`src/rtl/mem_access_stage_pkg.sv`:
```
// mem_access_stage_pkg: opcodes, FSM state encoding and decode helpers for the MEM stage
package mem_access_stage_pkg;
  localparam logic [5:0] OP_LW = 6'b100011;
  localparam logic [5:0] OP_SW = 6'b101011;
  typedef enum logic {ST_IDLE, ST_ACCESS} state_t;
  function automatic logic is_mem_op(input logic [5:0] op);
    return (op == OP_LW) || (op == OP_SW);
  endfunction
endpackage

```
`src/rtl/mem_access_stage_counter.sv`:
```
// mem_timeout_counter: counts unacknowledged ACCESS cycles and flags the last allowed one
module mem_timeout_counter #(
  parameter int TIMEOUT_CYCLES = 255
) (
  input  logic clock,
  input  logic reset,
  input  logic clear,
  input  logic enable,
  output logic terminal
);
  localparam int W = $clog2(TIMEOUT_CYCLES + 1);
  logic [W-1:0] count;
  // wait counter, restarted whenever the stage is not waiting on memory
  always_ff @(posedge clock)
    if (!reset || clear) count <= '0;
    else if (enable) count <= count + W'(1);
  assign terminal = count == W'(TIMEOUT_CYCLES - 1);
endmodule

```
`src/rtl/mem_access_stage.sv`:
```
// mem_access_stage: MEM pipeline stage performing lw/sw over a req/ack data-memory handshake
module mem_access_stage
  import mem_access_stage_pkg::*;
#(
  parameter int TIMEOUT_CYCLES = 255,
  parameter int ALIGN_CHECK    = 1
) (
  input  logic        clock,
  input  logic        reset,
  input  logic        in_valid,
  input  logic [31:0] alu_result,
  input  logic [31:0] alu_data,
  input  logic [7:0]  control_mem,
  input  logic [5:0]  opcode_mem,
  output logic        stall_out,
  output logic        dmem_req,
  output logic        dmem_we,
  output logic [31:0] dmem_addr,
  output logic [31:0] dmem_wdata,
  input  logic [31:0] dmem_rdata,
  input  logic        dmem_ack,
  output logic        wb_valid,
  output logic [31:0] wb_data,
  output logic [7:0]  wb_control,
  output logic [5:0]  wb_opcode,
  output logic        fault
);
  state_t      state, state_next;
  logic [31:0] hold_addr, hold_data;
  logic [7:0]  hold_control;
  logic [5:0]  hold_opcode;
  logic        accept, mem_op, misaligned, start, done, terminal, timeout;
  assign accept     = state == ST_IDLE && in_valid;
  assign mem_op     = is_mem_op(opcode_mem);
  assign misaligned = mem_op && ALIGN_CHECK != 0 && alu_result[1:0] != 2'b00;
  assign start      = accept && mem_op && !misaligned;
  assign done       = state == ST_ACCESS && dmem_ack;
  assign timeout    = state == ST_ACCESS && !dmem_ack && terminal;
  assign stall_out  = state == ST_ACCESS;
  assign dmem_req   = state == ST_ACCESS;
  assign dmem_we    = state == ST_ACCESS && hold_opcode == OP_SW;
  assign dmem_addr  = {hold_addr[31:2], 2'b00};
  assign dmem_wdata = hold_data;
  mem_timeout_counter #(.TIMEOUT_CYCLES(TIMEOUT_CYCLES)) u_timeout (
    .clock   (clock),
    .reset   (reset),
    .clear   (state == ST_IDLE),
    .enable  (state == ST_ACCESS && !dmem_ack),
    .terminal(terminal)
  );
  // state register
  always_ff @(posedge clock)
    if (!reset) state <= ST_IDLE;
    else state <= state_next;
  // enter ACCESS on an aligned lw/sw; leave on ack (which beats timeout) or timeout
  always_comb begin
    state_next = state;
    if (start) state_next = ST_ACCESS;
    if (done || timeout) state_next = ST_IDLE;
  end
  // holding regs for the in-flight access and the registered MEM/WB bundle
  always_ff @(posedge clock) begin
    if (!reset) begin
      hold_addr    <= '0;
      hold_data    <= '0;
      hold_control <= '0;
      hold_opcode  <= '0;
      wb_valid     <= 1'b0;
      wb_data      <= '0;
      wb_control   <= '0;
      wb_opcode    <= '0;
      fault        <= 1'b0;
    end else begin
      wb_valid <= 1'b0;
      fault    <= 1'b0;
      if (start) begin
        hold_addr    <= alu_result;
        hold_data    <= alu_data;
        hold_control <= control_mem;
        hold_opcode  <= opcode_mem;
      end else if (accept) begin
        wb_valid   <= 1'b1;
        fault      <= misaligned;
        wb_data    <= alu_result;
        wb_control <= misaligned ? 8'h00 : control_mem;
        wb_opcode  <= opcode_mem;
      end else if (done) begin
        wb_valid   <= 1'b1;
        wb_data    <= hold_opcode == OP_SW ? hold_addr : dmem_rdata;
        wb_control <= hold_control;
        wb_opcode  <= hold_opcode;
      end else if (timeout) begin
        wb_valid   <= 1'b1;
        fault      <= 1'b1;
        wb_data    <= '0;
        wb_control <= 8'h00;
        wb_opcode  <= hold_opcode;
      end
    end
  end
endmodule
```
`config.mk`:
```
export PLATFORM = sky130hd
export DESIGN_NAME = mem_access_stage
export DESIGN_NICKNAME = d
export VERILOG_FILES = /design/src/rtl/mem_access_stage_pkg.sv /design/src/rtl/mem_access_stage_counter.sv /design/src/rtl/mem_access_stage.sv
export SDC_FILE = /design/constraint.sdc
export NUM_CORES = 1
export LEC_CHECK = 0
export BUFFER_PORTS_ARGS = -buffer_cell sky130_fd_sc_hd__buf_2
export CAP_MARGIN = 20
export CORE_AREA = 2 2 120 122
export CTS_CLUSTER_SIZE = 24
export DETAILED_ROUTE_END_ITERATION = 12
export DIE_AREA = 0 0 122 124
export PLACE_DENSITY = 0.74
export REMOVE_ABC_BUFFERS = 1
export SYNTH_ARGS = -nofsm -noshare
export SYNTH_HDL_FRONTEND = slang
export SYNTH_SLANG_ARGS = --single-unit
```
`constraint.sdc`:
```
create_clock -name clock -period 3.1 [get_ports clock]
set_clock_uncertainty 0.05 [all_clocks]
set_input_delay 0.465 -clock clock [delete_from_list [all_inputs] [get_ports clock]]
set_output_delay 0.465 -clock clock [all_outputs]
set_load 0.005 [all_outputs]
```
# ---- After elaboration in Yosys (flattened, before gate mapping)
# Cells that the tools add are included.
dict set report totals {
  input_bits 114
  out_inout_bits 115
  register_bits 135
  elab_cells 54
}
dict set report op_classes {
  add_sub_neg 1
  bitwise_logic 3
  eq_ne 4
  n_reduce_logical 19
  n_mux 16
}
# operator n
set ops {}
lappend ops {{$mux 32} 4}
lappend ops {{$mux 8} 4}
lappend ops {{$eq 6x6->1 const B} 3}
lappend ops {{$mux 6} 3}
lappend ops {{$add 8x1->8 const B} 1}
lappend ops {{$eq 8x8->1 const B} 1}
lappend ops {{$logic_and 1x1->1} 8}
lappend ops {{$mux 1} 5}
lappend ops {{$reduce_or 2->1} 2}
lappend ops {{$logic_not 1->1} 3}
lappend ops {{$logic_or 1x1->1} 3}
lappend ops {{$not 1->1} 3}
lappend ops {{$reduce_bool 3->1} 1}
lappend ops {{$reduce_and 2->1} 1}
lappend ops {{$reduce_bool 2->1} 1}

# ---- Depth between registers and ports, before layout
# Gate-level depths: netlist of the first run.
dict set report logic_depth {
  depth_word 7
  mapped_depth 9
  mapped_depth_nobuf 6
}

# ---- Hierarchy
# From an unflattened synthesis of the first run, not the netlist that was laid out.
dict set report unflattened {
  hier_cells 772
  area_unflattened_um2 6253.5
}
# module cells_per_inst instances area_each_um2 seq_area_each_um2
set modules_own_cells {}
lappend modules_own_cells {mem_access_stage 730 1 5888.1 2542.4}
lappend modules_own_cells {mem_timeout_counter 42 1 365.4 160.2}

# ---- Worst setup path before layout of the first run
# No wires, ideal clock.
dict set report synth_path {
  kind {flip-flop to flip-flop}
  from {register u_timeout.count[0]}
  to {register wb_data[10]}
  setup_ns 0.119
  arrival_ns 1.600
  synth_period_minus_slack_ns 1.768
  setup_slack_ns 1.332
  required_ns 2.931
  path_stages_with_launch 10
  n_path_buf 3
  path_cell_list {dfxtp_1 inv_1 ha_1 nand4_2 o21ai_2 buf_6 or2_1 buf_6 buf_6 o221a_1}
}
dict set report synth_via {
  elab_chain_len 4
}
# element line_no
set synth_lines {}
lappend synth_lines {{start, declared} mem_access_stage_counter.sv:12} ;# logic [W-1:0] count;
lappend synth_lines {{start signal, assigned} mem_access_stage_counter.sv:16} ;# else if (enable) count <= count + W'(1);
lappend synth_lines {{$eq 8x8->1} mem_access_stage_counter.sv:17} ;# assign terminal = count == W'(TIMEOUT_CYCLES - 1);
lappend synth_lines {{$logic_and 1x1->1} mem_access_stage.sv:38} ;# assign timeout = state == ST_ACCESS && !dmem_ack && terminal;
lappend synth_lines {{$reduce_bool 3->1 (no line)} -}
lappend synth_lines {{$reduce_and 2->1 (no line)} -}
lappend synth_lines {{end signal, assigned} mem_access_stage.sv:84} ;# wb_data <= alu_result;
lappend synth_lines {{end signal, assigned} mem_access_stage.sv:89} ;# wb_data <= hold_opcode == OP_SW ? hold_addr : dmem_rdata;
lappend synth_lines {{end, declared} mem_access_stage.sv:23} ;# output logic [31:0] wb_data,
# No other way between the ends.
# A chain may end at the register's enable or synchronous reset.

# ---- Worst setup path in the final report of the first run
dict set report layout_path {
  from {register state (netlist: dmem_req)}
  to {register wb_data[16]}
}
dict set report layout_via {
  elab_chain_len 6
  elab_cells_between_ends 12
  cone_classes {2 x mux; 2 x bitwise; 8 x reduce/logical}
}
# element line_no
set layout_lines {}
lappend layout_lines {{start, declared} mem_access_stage.sv:28} ;# state_t state, state_next;
lappend layout_lines {{start signal, assigned} mem_access_stage.sv:54} ;# else state <= state_next;
lappend layout_lines {{$not 1->1} mem_access_stage.sv:33} ;# assign accept = state == ST_IDLE && in_valid;
lappend layout_lines {{$logic_and 1x1->1} mem_access_stage.sv:33}
lappend layout_lines {{$logic_and 1x1->1 (2 in series)} mem_access_stage.sv:36} ;# assign start = accept && mem_op && !misaligned;
lappend layout_lines {{$not 1->1 (no line)} -}
lappend layout_lines {{$reduce_and 2->1 (no line)} -}
# Several ways; a longest one is shown, not always the timed one.

==> impl_metrics.env, run 1 <==
export IMPL_period_share=0.754
export IMPL_clock_root_buffer="clkbuf_16"
export IMPL_met3WireLength_mm=1.52
export IMPL_drtIter0Drc=466
export IMPL_clock_fmax_mhz=428
export IMPL_core_sq_mm=0.0137
export IMPL_dieHeight_um=124
export IMPL_synth_area_sq_mm=0.00622
export IMPL_ys_ff_latch=135
export IMPL_cts_setup_buffers=0
export IMPL_postCtsResizedCells=0
export IMPL_finalNetCount=1023
export IMPL_p_leak_uw=0.00331
export IMPL_synth_avg_cell_area_sq_um=8.30
export IMPL_grt_pass1_wl_mm=27.8
export IMPL_cts_max_level=4
export IMPL_antenna_found_initial=0
export IMPL_powerDensity_mw_per_mm2=508
export IMPL_rsz0062_at_grt="false"
export IMPL_clk_pin_slew_worst_paths_ns=0.05
export IMPL_routed_wirelength_mm=17.9
export IMPL_slew_viol_final=0
export IMPL_antenna_cells=0
export IMPL_wl_met1_mm=7.73
export IMPL_cp_required_ns=3.40
export IMPL_tightest_slew_ns=1.02
export IMPL_track_usage=0.234
export IMPL_max_stage_delay_ns=0.81
export IMPL_clk_latency_ns=0.41
export IMPL_die_w_um=122
export IMPL_grt_overflow=0
export IMPL_avgRoutedWirePerCell_um=16.4
export IMPL_ant_nets=0
export IMPL_relSlewSlack=0.317
export IMPL_grt_max_degree=69
export IMPL_stdcell_count=1097
export IMPL_numClockSinks=135
export IMPL_holdCritPathClass="in -> reg"
export IMPL_layout_min_cycle_time_ns=2.34
export IMPL_cts_tree="built"
export IMPL_critPathMaxFanout=46
export IMPL_port_buffers=226
export IMPL_dp_cells=1068
export IMPL_yosys_warnings=0
export IMPL_ir_worst_vdd_v=0.000335
export IMPL_drc=0
export IMPL_final_setup_tns_ns=0
export IMPL_numCtsBuffers=17
export IMPL_ctsHoldBuffers=0
export IMPL_setup_viol=0
export IMPL_drive_above_1_share=0.305
export IMPL_hold_viol=0
export IMPL_cp_end_kind="flip-flop"
export IMPL_arrival_ns=2.64
export IMPL_wl_met2_mm=8.31
export IMPL_ys_seq_area_frac=0.434
export IMPL_cap_violations=0
export IMPL_num_rows=43
export IMPL_status="completed"
export IMPL_initial_core_util=0.454
export IMPL_die_area_sq_mm=0.0151
export IMPL_grt_pass1_vias=5511
export IMPL_syn_inst=750
export IMPL_slowest_stage="or2_2"
export IMPL_drt_vias_per_instance=5.43
export IMPL_fill_cells=1313
export IMPL_cp_start_kind="flip-flop"
export IMPL_vias=5952
export IMPL_ios=229
export IMPL_syn2layout_area_growth_pct=22.8
export IMPL_placed_cell_area_sq_mm=0.00714
export IMPL_highest_layer="met4"
export IMPL_ys_types=44
export IMPL_crit_chain="nand2_4 > o21ai_4 > or2_2 > o221a_1"
export IMPL_critical_path_class="reg -> reg"
export IMPL_drt_pass1_iterations=5
export IMPL_setup_slack_ns=0.762
export IMPL_dp_hpwl_mm=11.8
export IMPL_fin_area_sq_mm=0.00764
export IMPL_cts_path_max_buffers=2
export IMPL_gp_congestion=0.805
export IMPL_dpl_worst_slack_ns=0.716
## layout make-up
type,count,area (sq um),area share
clock inverter,5,25.0,0.00327
tap,180,225,0.0295
multi-input combinational,512,2950,0.386
sequential,135,2700,0.354
clock buffer,24,482,0.0630
timing repair buffer,240,1250,0.164
inverter,1,3.75,0.000491
## cells by family (layout without fill, tap and decap cells)
kind of cell / Yosys count / count (layout) / share of synthesized area
adders and majority gates: 2 / 2 / 0.00402
AOI/OAI and AO/OA: 247 / 247 / 0.275
xor gates and xnor gates: 6 / 6 / 0.00844
muxes: 6 / 6 / 0.00965
other: 1 / 2 / 0.000602
buffers and inverters: 104 / 270 / 0.0973
and+or+nand+nor: 249 / 249 / 0.171
DFF: 135 / 135 / 0.434
## placed cells by master, fill, tap and decap left out, types with 2 or more instances in the layout
| master | instances |
|---|---|
| buf_2 | 225 |
| nand2_1 | 177 |
| dfxtp_1 | 135 |
| o21ai_0 | 72 |
| a21boi_0 | 64 |
| a21oi_1 | 42 |
| nand3_1 | 34 |
| o221a_1 | 26 |
| clkbuf_16 | 17 |
| buf_4 | 14 |
| nor2_1 | 10 |
| a22oi_1 | 8 |
| o31ai_1 | 8 |
| o211a_1 | 7 |
| a21boi_1 | 7 |
| and3_1 | 6 |
| mux2i_1 | 6 |
| o221a_2 | 6 |
| clkinv_2 | 5 |
| xnor2_1 | 4 |
| clkbuf_1 | 4 |
| nand4_1 | 3 |
| o21a_1 | 3 |
| clkbuf_8 | 3 |
| nand2b_1 | 2 |
| or2_2 | 2 |
| nor2b_1 | 2 |
| xor2_1 | 2 |
| or3_1 | 2 |
| ha_1 | 2 |
| conb_1 | 2 |
## report_power, final
part | switching (uW) | leakage, uW | internal (uW)
clock network | 709 | 0.000255 | 1060
logic | 154 | 0.00195 | 149
registers | 25.2 | 0.00110 | 1780
## synth_stat cells
library cell,n,area [sq um]
mux2i_1,6,60.1
conb_1,1,3.75
and2_1,1,6.26
o21ai_2,1,8.76
a21oi_1,42,210
o211a_1,7,70.1
nand2_1,177,664
nand3_1,34,170
buf_4,41,308
or3_1,2,12.5
nor2_1,10,37.5
nand4b_1,1,8.76
o21ai_0,72,360
o2111a_1,1,11.3
and4b_1,1,10.0
nor4_1,1,6.26
o221a_1,26,293
nor2b_1,4,25.0
xnor2_1,4,35.0
a31oi_1,2,12.5
a21boi_0,64,480
o21a_1,3,22.5
a22oi_1,8,60.1
buf_2,13,65.1
ha_1,2,25.0
and4_1,1,8.76
and2_0,1,6.26
nand4_2,1,12.5
o31ai_1,8,60.1
nor3_1,1,5.00
nand2_4,1,11.3
a21boi_1,7,52.6
or2_1,1,6.26
inv_1,1,3.75
clkbuf_1,42,158
xor2_1,2,17.5
nand4_1,3,18.8
buf_1,1,3.75
or2_2,1,6.26
nand2b_1,2,12.5
o221a_2,6,67.6
buf_6,6,67.6
dfxtp_1,135,2700
and3_1,6,37.5
## worst paths after layout
path             startpoint        endpoint  slack, ns  cells past startpoint
max                dmem_req     wb_data[16]       0.76                      4
min             alu_data[8]   dmem_wdata[8]       0.25                      3
max reg2reg        dmem_req     wb_data[16]       0.76                      4
min reg2reg  dmem_wdata[21]  dmem_wdata[21]       0.41                      2
## flip-flops by register name (all words and copies together) (netlist names)
name and cells:
wb_opcode 6, hold_control 8, wb_data 32, hold_opcode 6, fault 1, u_timeout.count 8
hold_addr 32, dmem_wdata 32, wb_control 8, dmem_req 1, wb_valid 1
## stage by stage
stage | utilization | power [uW] | hold slack (ns)
2_1_floorplan | - | 1950 | 0.391
3_3_place_gp | 0.520 | 2140 | 0.395
3_5_place_dp | 0.520 | 2140 | 0.401
4_1_cts | 0.557 | 3910 | 0.232
5_1_grt | 0.557 | 4030 | 0.243
6_report | 0.557 | 3880 | 0.247
## critical path: cells and delay by family, from the launching register on
kind | cells | cell delay, ns
and+or+nand+nor | 2 | 1.16
AOI/OAI and AO/OA | 2 | 0.47
DFF | 1 | 0.59
## metal layers
metal	global-route usage	vias up
met5	0	-
met4	0.0927	0
met3	0.0655	31
met2	0.388	244
met1	0.288	2795
li1	-	2882
Power figures use the tool's default switching activity.
==> run 2, diff against run 1 <==
==> constraint.sdc (replaced) <==
create_clock -name clock -period 2.45 [get_ports clock]
set_clock_uncertainty 0.05 [all_clocks]
set_input_delay 0.3675 -clock clock [delete_from_list [all_inputs] [get_ports clock]]
set_output_delay 0.3675 -clock clock [all_outputs]
set_load 0.005 [all_outputs]
==> run 2 against run 1 <==
Combinational power is 29% higher; clock power grew 31%; design area increased by 1.1%; critical path type unchanged; largest cell class unchanged; highest routed layer is now met5.
==> impl_metrics.env, run 2 (synthesis gave the netlist of run 1 again) <==
export IMPL_slowest_stage="or2_2"
export IMPL_max_stage_delay_ns=0.74
export IMPL_clk_pin_slew_worst_paths_ns=0.05
export IMPL_cp_start_kind="flip-flop"
export IMPL_powerDensity_mw_per_mm2=645
export IMPL_period_share=0.850
export IMPL_grt_pass1_wl_mm=27.7
export IMPL_ant_nets=0
export IMPL_fill_cells=1301
export IMPL_numClockSinks=135
export IMPL_initial_core_util=0.454
export IMPL_cts_path_max_buffers=2
export IMPL_ctsHoldBuffers=0
export IMPL_crit_chain="inv_1 > ha_1 > nand4_2 > o21ai_4 > or2_2 > buf_4 > a21oi_1"
export IMPL_multi_input_area_sq_mm=0.00295
export IMPL_avgRoutedWirePerCell_um=16.3
export IMPL_p_leak_uw=0.00334
export IMPL_dpl_worst_slack_ns=0.253
export IMPL_critical_path_class="reg -> reg"
export IMPL_routed_wirelength_mm=17.9
export IMPL_clock_fmax_mhz=480
export IMPL_postCtsResizedCells=0
export IMPL_cts_max_level=4
export IMPL_layout_min_cycle_time_ns=2.08
export IMPL_cts_tree="built"
export IMPL_cp_end_kind="flip-flop"
export IMPL_wl_met2_mm=8.22
export IMPL_tightest_slew_ns=0.927
export IMPL_wl_met1_mm=7.73
export IMPL_drc=0
export IMPL_regArea_sq_mm=0.00270
export IMPL_dp_hpwl_mm=11.8
export IMPL_port_buffers=226
export IMPL_dieHeight_um=124
export IMPL_core_sq_mm=0.0137
export IMPL_dp_cells=1074
export IMPL_gp_congestion=0.830
export IMPL_r2r_setup_slack_ns=0.37
export IMPL_num_rows=43
export IMPL_mostFrequentLayoutCells="buf_2, nand2_1, dfxtp_1"
export IMPL_final_common_cell="buf_2"
export IMPL_slew_viol_final=0
export IMPL_holdCritPathClass="in -> reg"
export IMPL_crit_family="simple AND/OR/NAND/NOR gates"
export IMPL_total_power_uw=4990
export IMPL_drt_pass1_iterations=5
export IMPL_highest_layer="met5"
export IMPL_cap_violations=0
export IMPL_setup_viol=0
export IMPL_status="completed"
export IMPL_numCtsBuffers=17
export IMPL_drive_above_1_share=0.308
export IMPL_grt_max_degree=77
export IMPL_critPathMaxFanout=43
export IMPL_drtIter0Drc=525
export IMPL_vias=6005
export IMPL_setup_slack_ns=0.367
export IMPL_cp_required_ns=2.70
export IMPL_relSlewSlack=0.382
export IMPL_ios=229
export IMPL_cts_setup_buffers=0
export IMPL_stdcell_count=1103
export IMPL_ir_worst_vdd_v=0.000391
export IMPL_arrival_ns=2.33
export IMPL_finalNetCount=1029
export IMPL_grt_pass1_vias=5590
export IMPL_syn2layout_area_growth_pct=24.2
export IMPL_clock_root_buffer="clkbuf_16"
export IMPL_drt_vias_per_instance=5.44
export IMPL_hold_viol=0
export IMPL_rsz0062_at_grt="false"
export IMPL_antenna_cells=0
export IMPL_path_buf_inv=2
export IMPL_antenna_found_initial=2
export IMPL_met3WireLength_mm=1.59
export IMPL_die_area_sq_mm=0.0151
export IMPL_track_usage=0.232
export IMPL_clk_latency_ns=0.41
export IMPL_grt_overflow=0
export IMPL_die_w_um=122
==> run 2: changes by cell type in the layout (fill, tap and decap cells not counted) <==
cell,before,now
clkinvlp_4,0,1
clkbuf_1,4,6
clkinv_2,5,2
buf_12,1,3
buf_4,14,18
bufinv_16,0,1
clkbuf_8,3,2
==> run 2: worst min-delay path: stages <==
cell and delay, ns:
buf_2 0.09, nand2_1 0.04, a21boi_0 0.06
==> run 2: path summary, 6_finish.rpt <==
check                startpoint        endpoint  cells past startpoint
min reg2reg      dmem_wdata[23]  dmem_wdata[23]                      2
min                alu_data[22]  dmem_wdata[22]                      3
max          u_timeout.count[0]   wb_control[1]                      7
max reg2reg  u_timeout.count[0]   wb_control[1]                      7
==> run 2: where the power goes <==
group / leakage (uW) / switching, uW / internal [uW]
combinational: 0.00199 / 197 / 193
clock: 0.000253 / 885 / 1430
sequential: 0.00110 / 31.3 / 2250
==> run 2: layout make-up <==
cell class,instances,share of cell area
clock buffers,25,0.0615
clock inverters,4,0.00615
inverters,1,0.000486
multi-input cells,512,0.382
flip-flops and latches,135,0.350
well taps,180,0.0291
repair buffers,246,0.171
==> run 2: layer usage <==
metal / vias up / track usage
li1: 2902 / -
met1: 2774 / 0.285
met4: 2 / 0.0984
met3: 35 / 0.0655
met2: 292 / 0.383
met5: - / 0
==> run 2: per-stage QoR <==
stage | cell area [sq um] | util | TNS [ns] | hold WS (ns)
after floorplan | 5630 | - | -225.02 | 0.391
after global placement | 7210 | 0.525 | 0 | 0.396
after detailed placement | 7210 | 0.525 | 0 | 0.402
after CTS | 7730 | 0.563 | 0 | 0.139
after global routing | 7730 | 0.563 | 0 | 0.149
final | 7730 | 0.563 | 0 | 0.149
==> run 3, diff against run 2 <==
--- a/config.mk
+++ b/config.mk
@@ -15,4 +15,5 @@
 export REMOVE_ABC_BUFFERS = 1
 export SYNTH_ARGS = -nofsm -noshare
 export SYNTH_HDL_FRONTEND = slang
+export SYNTH_HIERARCHICAL = 1
 export SYNTH_SLANG_ARGS = --single-unit
==> run 3 against run 2 <==
Critical path depth is 1 higher; largest power group unchanged; largest cell class unchanged; non-clock buffer count is 1 lower; utilization is 0.63 points higher; critical path type unchanged; critical endpoint is now wb_data[17]; total power is 11% higher.
==> impl_metrics.env, run 3 <==
export IMPL_cts_path_max_buffers=2
export IMPL_synth_area_top_cells="dfxtp_1, nand2_1, a21oi_1"
export IMPL_cts_tree="built"
export IMPL_slew_viol_final=0
export IMPL_numClockSinks=135
export IMPL_clock_fmax_mhz=472
export IMPL_finalNetCount=1045
export IMPL_routed_wirelength_mm=19.1
export IMPL_cp_end_kind="flip-flop"
export IMPL_clock_root_buffer="clkbuf_16"
export IMPL_grt_pass1_vias=5870
export IMPL_yosysTopAreaCell="dfxtp_1"
export IMPL_yosysMostFrequentCell="nand2_1"
export IMPL_antenna_cells=0
export IMPL_mostFrequentLayoutCells="buf_2, nand2_1, dfxtp_1"
export IMPL_die_w_um=122
export IMPL_relSlewSlack=0.489
export IMPL_critical_path_class="reg -> reg"
export IMPL_total_power_uw=5540
export IMPL_ant_nets=0
export IMPL_port_buffers=226
export IMPL_cts_setup_buffers=0
export IMPL_cap_violations=0
export IMPL_synth_top_area_frac=0.432
export IMPL_dp_hpwl_mm=12.3
export IMPL_synth_flop_cell="dfxtp_1"
export IMPL_ir_worst_vdd_v=0.000440
export IMPL_ys_types=46
export IMPL_arrival_ns=2.40
export IMPL_clk_latency_ns=0.42
export IMPL_avgRoutedWirePerCell_um=17.0
export IMPL_final_common_cell="buf_2"
export IMPL_numCtsBuffers=17
export IMPL_drt_vias_per_instance=5.59
export IMPL_grt_pass1_wl_mm=29.5
export IMPL_antenna_found_initial=0
export IMPL_clk_pin_slew_worst_paths_ns=0.06
export IMPL_grt_util_met2=0.400
export IMPL_postLayoutCoreUtil=0.570
export IMPL_synth_avg_cell_area_sq_um=8.10
export IMPL_critPathMaxFanout=46
export IMPL_grt_most_used_layer="met2"
export IMPL_powerDensity_mw_per_mm2=708
export IMPL_yosys_warnings=6
export IMPL_synth_commonest_cells="nand2_1, dfxtp_1, a21oi_1"
export IMPL_drt_pass1_iterations=5
export IMPL_syn_inst=772
export IMPL_p_leak_uw=0.00321
export IMPL_holdCritPathClass="in -> reg"
export IMPL_drive_above_1_share=0.334
export IMPL_holdWs_ns=0.129
export IMPL_setup_viol=0
export IMPL_track_usage=0.249
export IMPL_dieHeight_um=124
export IMPL_rsz0062_at_grt="false"
export IMPL_drc=0
export IMPL_ys_seq_area_frac=0.432
export IMPL_layout_min_cycle_time_ns=2.12
export IMPL_fin_area_sq_mm=0.00782
export IMPL_ys_ff_latch=135
export IMPL_num_rows=43
export IMPL_postCtsResizedCells=0
export IMPL_grt_max_degree=71
export IMPL_gr_usage_met3=0.0609
export IMPL_syn2layout_area_growth_pct=25.0
export IMPL_gp_congestion=0.800
export IMPL_drtIter0Drc=533
export IMPL_met1_usage=0.311
export IMPL_status="completed"
export IMPL_cp_start_kind="flip-flop"
export IMPL_grt_overflow=0
export IMPL_slowest_stage="nand2_4"
export IMPL_ctsHoldBuffers=0
export IMPL_die_area_sq_mm=0.0151
export IMPL_tightest_slew_ns=0.765
export IMPL_period_share=0.865
export IMPL_core_sq_mm=0.0137
export IMPL_crit_chain="inv_1 > ha_1 > nand3_1 > nor2_1 > o21ai_4 > nand2_4 > a21oi_1 > a311oi_1"
export IMPL_hold_viol=0
export IMPL_ys_async_sr_fraction=0
export IMPL_synth_edf_count=0
export IMPL_vias=6270
export IMPL_synth_area_sq_mm=0.00625
export IMPL_ios=229
export IMPL_cts_max_level=4
export IMPL_max_stage_delay_ns=0.49
export IMPL_initial_core_util=0.456
export IMPL_placed_cell_area_sq_mm=0.00716
export IMPL_cp_required_ns=2.73
==> run 3: critical path: cells and delay by family (launching register included) <==
family	cells	cell delay, ns
flops	1	0.35
compound gates	3	0.58
fa+ha+maj	1	0.15
buf+inv	1	0.08
simple gates	3	0.80
==> run 3: final cells by class <==
cell class | count | area [sq um]
Clock buffer | 18 | 439
Tap cell | 180 | 225
Sequential cell | 135 | 2700
Inverter | 4 | 17.5
Timing Repair Buffer | 245 | 1350
Clock inverter | 14 | 220
Multi-Input combinational cell | 526 | 2860
Fill cell | 1296 | 5900
==> run 3: path summary, 6_finish.rpt <==
kind / start / end / slack [ns] / depth (start not counted)
worst min register to register: dmem_wdata[17] / dmem_wdata[17] / 0.40 / 2
worst max register to register: u_timeout/count[0] / wb_data[17] / 0.33 / 8
worst max-delay path: u_timeout/count[0] / wb_data[17] / 0.33 / 8
worst min-delay path: alu_data[4] / dmem_wdata[4] / 0.13 / 3
==> run 3: power by group <==
| part | leakage (uW) | internal, uW | switching, uW | total, uW |
|---|---|---|---|---|
| clock network | 0.000322 | 1840 | 1000 | 2850 |
| registers | 0.00110 | 2250 | 31.5 | 2280 |
| logic | 0.00179 | 176 | 228 | 404 |
| total | 0.00321 | 4270 | 1260 | 5540 |
==> run 3: cells by family (layout without fill, tap and decap cells) <==
group,count (synthesis),in the layout,share of synthesized area
other cells,1,2,0.000600
buf+inv,112,281,0.113
xor+xnor,4,4,0.00560
flops,135,135,0.432
simple gates,308,308,0.222
compound gates,210,210,0.222
fa+ha+maj,2,2,0.00400
==> run 3: routing by layer <==
layer | up-vias | part of all wire
met2 | 341 | 0.47
met4 | 0 | 0.025
li1 | 3002 | -
met1 | 2890 | 0.42
met3 | 37 | 0.084
met5 | - | 0
==> run 3: stage by stage <==
stage                     worst slack, ns  TNS [ns]  cells
after floorplan                     -1.78   -184.67    665
after global placement              0.454         0   1090
after detailed placement            0.360         0   1090
after CTS                           0.329         0   1122
after global routing                0.148         0   1122
final                               0.332         0   1122
